===== src/rtl/sb_pkg.sv =====
// Store buffer shared types: sizes, entry record and the 8-bit
// wrap-around overlap test used by load matching.
package sb_pkg;

    localparam int SB_DEPTH = 4;
    localparam int SB_AW = 64;
    localparam int SB_DW = 64;
    localparam int SB_IW = 8;

    typedef struct packed {
        logic             valid;
        logic [SB_AW-1:0] addr;
        logic [SB_DW-1:0] data;
    } sb_entry_t;

    // Two 8-byte ranges overlap when their starts are within 7 either way.
    function automatic logic overlap8(
        input logic [SB_IW-1:0] a,
        input logic [SB_IW-1:0] b
    );
        logic [SB_IW-1:0] d;
        d = a - b;
        return (d <= 8'd7) || (d >= 8'd249);
    endfunction

endpackage


===== src/rtl/store_buffer_if.sv =====
// Datapath/memory-side bundle of the store buffer.
// master = datapath and memory, slave = the buffer itself.
interface store_buffer_if #(
    parameter int AW = 64,
    parameter int DW = 64,
    parameter int CW = 3
);
    logic          st_valid;
    logic          st_ready;
    logic [AW-1:0] st_addr;
    logic [DW-1:0] st_data;
    logic          ld_valid;
    logic [AW-1:0] ld_addr;
    logic          ld_hit;
    logic [DW-1:0] ld_data;
    logic          ld_conflict;
    logic          drain_en;
    logic          mem_write;
    logic [AW-1:0] mem_addr;
    logic [DW-1:0] mem_wdata;
    logic [CW-1:0] count;
    logic          empty;

    modport master (
        output st_valid, st_addr, st_data,
        output ld_valid, ld_addr, drain_en,
        input  st_ready, ld_hit, ld_data, ld_conflict,
        input  mem_write, mem_addr, mem_wdata, count, empty
    );

    modport slave (
        input  st_valid, st_addr, st_data,
        input  ld_valid, ld_addr, drain_en,
        output st_ready, ld_hit, ld_data, ld_conflict,
        output mem_write, mem_addr, mem_wdata, count, empty
    );
endinterface


===== src/rtl/sb_match.sv =====
// Load lookup: exact 8-bit index hit on the youngest valid entry,
// otherwise report any partial 8-byte overlap as a conflict.
module sb_match
    import sb_pkg::*;
#(
    parameter int DEPTH = SB_DEPTH
) (
    input  sb_entry_t                  ent [DEPTH],
    input  logic [$clog2(DEPTH)-1:0]   tail,
    input  logic                       ld_valid,
    input  logic [SB_IW-1:0]           ld_idx,
    output logic                       hit,
    output logic [$clog2(DEPTH)-1:0]   hit_idx,
    output logic                       conflict
);
    localparam int PW = $clog2(DEPTH);

    logic [PW-1:0] p;
    logic          any_ovl;
    logic          unused_bits;

    // Walk from the youngest slot back; the first equal index wins.
    always_comb begin
        hit = 1'b0;
        hit_idx = '0;
        any_ovl = 1'b0;
        p = '0;
        for (int k = 1; k <= DEPTH; k++) begin
            p = tail - PW'(k);
            if (ent[p].valid) begin
                if (!hit && ent[p].addr[SB_IW-1:0] == ld_idx) begin
                    hit = 1'b1;
                    hit_idx = p;
                end
                if (overlap8(ent[p].addr[SB_IW-1:0], ld_idx))
                    any_ovl = 1'b1;
            end
        end
        if (!ld_valid) begin
            hit = 1'b0;
            hit_idx = '0;
        end
        conflict = ld_valid && !hit && any_ovl;
    end

    always_comb begin
        unused_bits = 1'b0;
        for (int k = 0; k < DEPTH; k++)
            unused_bits = unused_bits
                ^ (^ent[k].addr[SB_AW-1:SB_IW])
                ^ (^ent[k].data);
    end

endmodule


===== src/rtl/store_buffer.sv =====
// FIFO store buffer between the datapath and a single-port data memory,
// with combinational store-to-load forwarding.
module store_buffer
    import sb_pkg::*;
#(
    parameter int DEPTH = SB_DEPTH,
    parameter int AW = SB_AW,
    parameter int DW = SB_DW
) (
    input logic          clock,
    input logic          reset,
    store_buffer_if.slave bus
);
    localparam int PW = $clog2(DEPTH);
    localparam int CW = PW + 1;

    logic [PW-1:0] head;
    logic [PW-1:0] tail;
    logic [CW-1:0] cnt;
    logic [DEPTH-1:0] vld;
    logic [AW-1:0] addr_q [DEPTH];
    logic [DW-1:0] data_q [DEPTH];
    sb_entry_t     ent [DEPTH];

    logic          full;
    logic          empty;
    logic          push;
    logic          pop;
    logic          hit;
    logic [PW-1:0] hit_idx;
    logic          conflict;

    assign full  = (cnt == CW'(DEPTH));
    assign empty = (cnt == '0);
    assign push  = bus.st_valid && !full;
    assign pop   = !empty && bus.drain_en;

    always_ff @(posedge clock) begin
        if (reset) begin
            head <= '0;
            tail <= '0;
            cnt  <= '0;
            vld  <= '0;
        end else begin
            if (push) begin
                vld[tail] <= 1'b1;
                tail <= tail + 1'b1;
            end
            if (pop) begin
                vld[head] <= 1'b0;
                head <= head + 1'b1;
            end
            cnt <= cnt + CW'(push) - CW'(pop);
        end
    end

    // Payload is left untouched by reset; vld alone gates it.
    always_ff @(posedge clock) begin
        if (push) begin
            addr_q[tail] <= bus.st_addr;
            data_q[tail] <= bus.st_data;
        end
    end

    always_comb begin
        for (int i = 0; i < DEPTH; i++) begin
            ent[i].valid = vld[i];
            ent[i].addr  = addr_q[i];
            ent[i].data  = data_q[i];
        end
    end

    sb_match #(
        .DEPTH(DEPTH)
    ) u_match (
        .ent      (ent),
        .tail     (tail),
        .ld_valid (bus.ld_valid),
        .ld_idx   (bus.ld_addr[SB_IW-1:0]),
        .hit      (hit),
        .hit_idx  (hit_idx),
        .conflict (conflict)
    );

    assign bus.st_ready    = !full;
    assign bus.empty       = empty;
    assign bus.count       = cnt;
    assign bus.mem_write   = pop;
    assign bus.mem_addr    = empty ? '0 : addr_q[head];
    assign bus.mem_wdata   = empty ? '0 : data_q[head];
    assign bus.ld_hit      = hit;
    assign bus.ld_data     = hit ? data_q[hit_idx] : '0;
    assign bus.ld_conflict = conflict;

endmodule


===== src/flat_wrapper.sv =====
// flat-port wrapper written by rule: the top's interface ports become plain ports
module store_buffer_flat import sb_pkg::*;
#(
    parameter int DEPTH = SB_DEPTH,
    parameter int AW = SB_AW,
    parameter int DW = SB_DW
)
  (clock, reset, bus_st_valid, bus_st_addr, bus_st_data, bus_ld_valid, bus_ld_addr, bus_drain_en, bus_st_ready, bus_ld_hit, bus_ld_data, bus_ld_conflict, bus_mem_write, bus_mem_addr, bus_mem_wdata, bus_count, bus_empty);
  store_buffer_if #(.AW(AW), .DW(DW), .CW(3)) bus_i ();
  input logic clock;
  input logic reset;
  input wire logic [$bits(bus_i.st_valid)-1:0] bus_st_valid;
  input wire logic [$bits(bus_i.st_addr)-1:0] bus_st_addr;
  input wire logic [$bits(bus_i.st_data)-1:0] bus_st_data;
  input wire logic [$bits(bus_i.ld_valid)-1:0] bus_ld_valid;
  input wire logic [$bits(bus_i.ld_addr)-1:0] bus_ld_addr;
  input wire logic [$bits(bus_i.drain_en)-1:0] bus_drain_en;
  output wire logic [$bits(bus_i.st_ready)-1:0] bus_st_ready;
  output wire logic [$bits(bus_i.ld_hit)-1:0] bus_ld_hit;
  output wire logic [$bits(bus_i.ld_data)-1:0] bus_ld_data;
  output wire logic [$bits(bus_i.ld_conflict)-1:0] bus_ld_conflict;
  output wire logic [$bits(bus_i.mem_write)-1:0] bus_mem_write;
  output wire logic [$bits(bus_i.mem_addr)-1:0] bus_mem_addr;
  output wire logic [$bits(bus_i.mem_wdata)-1:0] bus_mem_wdata;
  output wire logic [$bits(bus_i.count)-1:0] bus_count;
  output wire logic [$bits(bus_i.empty)-1:0] bus_empty;
  assign bus_i.st_valid = bus_st_valid;
  assign bus_i.st_addr = bus_st_addr;
  assign bus_i.st_data = bus_st_data;
  assign bus_i.ld_valid = bus_ld_valid;
  assign bus_i.ld_addr = bus_ld_addr;
  assign bus_i.drain_en = bus_drain_en;
  assign bus_st_ready = bus_i.st_ready;
  assign bus_ld_hit = bus_i.ld_hit;
  assign bus_ld_data = bus_i.ld_data;
  assign bus_ld_conflict = bus_i.ld_conflict;
  assign bus_mem_write = bus_i.mem_write;
  assign bus_mem_addr = bus_i.mem_addr;
  assign bus_mem_wdata = bus_i.mem_wdata;
  assign bus_count = bus_i.count;
  assign bus_empty = bus_i.empty;
  store_buffer #(.DEPTH(DEPTH), .AW(AW), .DW(DW)) u_core (.clock(clock), .reset(reset), .bus(bus_i));
endmodule

===== config.mk =====
export PLATFORM = sky130hd
export DESIGN_NAME = store_buffer_flat
export DESIGN_NICKNAME = d
export VERILOG_FILES = /design/src/rtl/sb_pkg.sv /design/src/rtl/store_buffer_if.sv /design/src/rtl/sb_match.sv /design/src/rtl/store_buffer.sv /design/src/flat_wrapper.sv
export SDC_FILE = /design/constraint.sdc
export NUM_CORES = 1
export LEC_CHECK = 0
export CAP_MARGIN = 10
export CORE_UTILIZATION = 49
export CTS_BUF_LIST = sky130_fd_sc_hd__clkbuf_4 sky130_fd_sc_hd__clkbuf_8 sky130_fd_sc_hd__clkbuf_16
export DETAILED_ROUTE_END_ITERATION = 12
export GPL_TIMING_DRIVEN = 0
export PLACE_DENSITY = 0.81
export RECOVER_POWER = 25
export REMOVE_ABC_BUFFERS = 1
export SLEW_MARGIN = 30
export SYNTH_ARGS = -nofsm -noshare
export SYNTH_HDL_FRONTEND = slang
export SYNTH_SLANG_ARGS = --single-unit

===== constraint.sdc =====
create_clock -name clock -period 5 [get_ports clock]
set_clock_uncertainty 0.05 [all_clocks]
set_input_delay 0.5 -clock clock [delete_from_list [all_inputs] [get_ports clock]]
set_output_delay 0.5 -clock clock [all_outputs]
set_load 0.005 [all_outputs]

==> metrics.csv <==
metric,value,unit
pwr_density_cell,476,nW/um2
hold_viol,0,
synth.lib_cells_used.distinct,46,
worst_path_max_delay_cell,a311oi_2,
synth-main-ff-cell,edfxtp_1,
worst-endpoint-required,4.45,ns
category_of_the_critical_setup_timing_path,register to output pin,
cts_max_path_bufs,3,
port-buffer-count,340,
fmaxAchievable,193,MHz
tightestPinTransition,0.757,ns
cts.sink_count,525,
drc,0,
via_count,16200,
yosys-top-cells-area,"edfxtp_1, mux4_2, nor2b_1",
chipHeight,226,um
numPlacedInstances,2483,
core.rowCount,81,
max_slew_margin,0.495,
setup_slack,-0.177,ns
fp.coreArea,49300,um2
floorplan.die_area,51200,um2
synth.avg_cell_area,16.2,um2
power.ir.vdd_worst,0.000400,V
internal_power,11.0,mW
cts.clk_slew.worst_paths,0.06,ns
postSynth.asyncResetShare,0,
postLayoutCoreUtil,0.667,
timing.final.crit_period,5.18,ns
crit_path_cell_trace,buf_16 -> inv_8 -> ha_4 -> buf_4 -> mux4_2 -> ha_4 -> and3_1 -> and3_4 -> o21ai_4 -> nand3_2 -> o22ai_4 -> buf_12 -> buf_12 -> buf_12 -> bufbuf_16 -> nand2_1 -> a311oi_2 -> buf_2,
setup_violations,9,
clock_power_share,0.271,
place_area,29600,um2
first_global_vias,16700,
flow.area_growth_from_synthesis,33.2,%
synth_sequential_area_ratio,0.634,
worst_path_buffer_plus_inverter_count,8,
yosysMostFrequentCell,edfxtp_1,
cp_common_cell,buf_12,
layout_worst_path_cycle_share,1.04,
endpoint_kind,output pin,
run_status,"complete, but fails checks",
ctsRootBufferMaster,clkbuf_16,
syn_area,24700,um2
die_width,226,um
grt_antenna_before_repair,12,
tritoncts,done,
synth_instances,1519,
ioPinCount,397,
setup_total_negative_slack,-0.398,ns
p_leak,11.1,nW
place.gp.congestion,0.878,
drt_iter0_drc,1362,
seqPwrFrac,0.359,
stdcell_count,2688,
ant_nets,0,
dp_hpwl,42.4,mm
worst-path-max-fanout,9,
finish.instance_area,32800,um2
gr-usage-all-layers,0.266,
via_per_inst,6.01,
synth.top_cells.by_count,"edfxtp_1, mux4_2, nand2_1",
synth-warning-count,0,
synth_top_cell_area_share,0.624,
post_synthesis_cell_type_with_the_largest_combined_area,edfxtp_1,
wire_length_of_the_first_global_routing_pass,101,mm
netSwitchingPower,4.60,mW
cts-buffers-inserted,54,
route.final.wire_length,69.5,mm
post_drt_wl_per_cell,25.9,um
dr.pass1.iters,5,
final_layout_size_suffix_gt1_frac,0.284,
cts_hold_repair.buffers,0,
power.switching_fraction,0.294,
crit_path_max_incr_delay,0.44,ns
synth.ff_latch_count,525,
timing.critical_path.max_delay_family,buffers and inverters,
rsz0062_at_grt,true,
worst_hold_slack,0.477,ns
initial_core_util,0.501,
grt_start_max_net_pins,41,
layout.nets,2209,
failed_checks,negative setup slack,
layout.filler_cells,3205,
combinational_share_of_power,0.370,
cts_htree_levels,2,
slew_viol_final,0,
setup.worst_path.start_class,register,
grt_overflow_total,0,
holdCritPathClass,input port to register,
synth-edff-count,512,
clock_latency,0.60,ns
cp.arrival,4.63,ns
max_cap_violations,0,
==> registers in the layout, indices dropped and copies added (netlist names), named ones only <==
name and cells:
u_core.addr_q 256, u_core.data_q 256, u_core.vld 4, u_core.bus.count 3
u_core.head 2, u_core.tail 2
==> cells by family after synthesis <==
logic type	count (synthesis)	synth area share
AO/OA/AOI/OAI	194	0.0661
AND/OR/NAND/NOR	426	0.0904
adder cells (fa/ha/maj)	43	0.0233
flip-flops	525	0.634
buffers and inverters	130	0.0240
XOR/XNOR	25	0.00888
multiplexers	176	0.153
==> final timing paths <==
| kind | from | to | slack (ns) | cells after the start |
|---|---|---|---|---|
| max | u_core.tail[0] | bus_ld_data[12] | -0.18 | 18 |
| min | bus_st_data[49] | u_core.data_q[2][49] | 0.48 | 1 |
| max reg2reg | u_core.bus.count[1] | u_core.bus.count[2] | 2.07 | 11 |
| min reg2reg | u_core.vld[0] | u_core.vld[0] | 0.50 | 2 |
==> placed cells by master, fill, tap and decap left out, types with 9 or more instances in the layout <==
cell type	n
clkbuf_4	15
buf_16	20
ha_4	14
nor2b_1	133
buf_12	32
buf_4	80
ha_1	24
buf_2	46
xor2_1	10
clkdlybuf4s50_1	201
mux2i_1	12
inv_1	26
nand2b_1	17
a211oi_2	17
a311oi_1	31
dfxtp_1	9
dlygate4sd2_1	9
edfxtp_1	512
and2_1	65
a311oi_2	32
nor2_1	31
buf_6	16
dlygate4sd3_1	74
a21oi_1	14
xnor2_1	15
a211oi_1	53
mux4_2	159
o21ai_0	16
diode_2	9
clkbuf_16	59
nand2_1	141
==> power groups by stage <==
stage,sequential (mW),combinational (mW),clock [mW]
floorplan,5.85,2.54,0
global placement,5.95,3.42,0
detailed placement,5.69,5.38,0
CTS,5.60,5.72,4.27
global route,5.65,6.15,4.45
finish,5.61,5.79,4.24
==> final cells by class <==
class                           instances  area [um2]  share of cell area
Sequential cell                       525       15700               0.476
Tap cell                              664         831              0.0253
Multi-Input combinational cell        864        8960               0.273
Clock buffer                           70        1480              0.0450
Timing Repair Buffer                  497        5390               0.164
Inverter                               27         109             0.00331
Antenna cell                            9        22.5            0.000686
Clock inverter                         32         409              0.0125
==> metrics by stage <==
| step | total power [mW] | worst slack, ns |
|---|---|---|
| after CTS | 15.6 | -0.0412 |
| after floorplan | 8.38 | -5.01 |
| after global placement | 9.37 | -14.86 |
| after global routing | 16.2 | -0.214 |
| final | 15.6 | -0.177 |
| after detailed placement | 11.1 | -1.76 |
==> routing by layer <==
| metal | vias up | GRT usage | routed length [um] |
|---|---|---|---|
| met2 | 770 | 0.456 | 35500 |
| met1 | 8268 | 0.316 | 25500 |
| met5 | - | 0 | 79 |
| li1 | 6955 | - | - |
| met3 | 148 | 0.0854 | 6280 |
| met4 | 12 | 0.0931 | 2170 |
==> what timing repair did <==
item | CTS | global route
gates resized for setup | 266 | 89
setup buffers | 56 | 27
endpoints found under the setup margin | 66 | 64
pin swaps | 25 | 48
cloned | 10 | 4
Note: power is estimated with default switching activity, not from simulation.
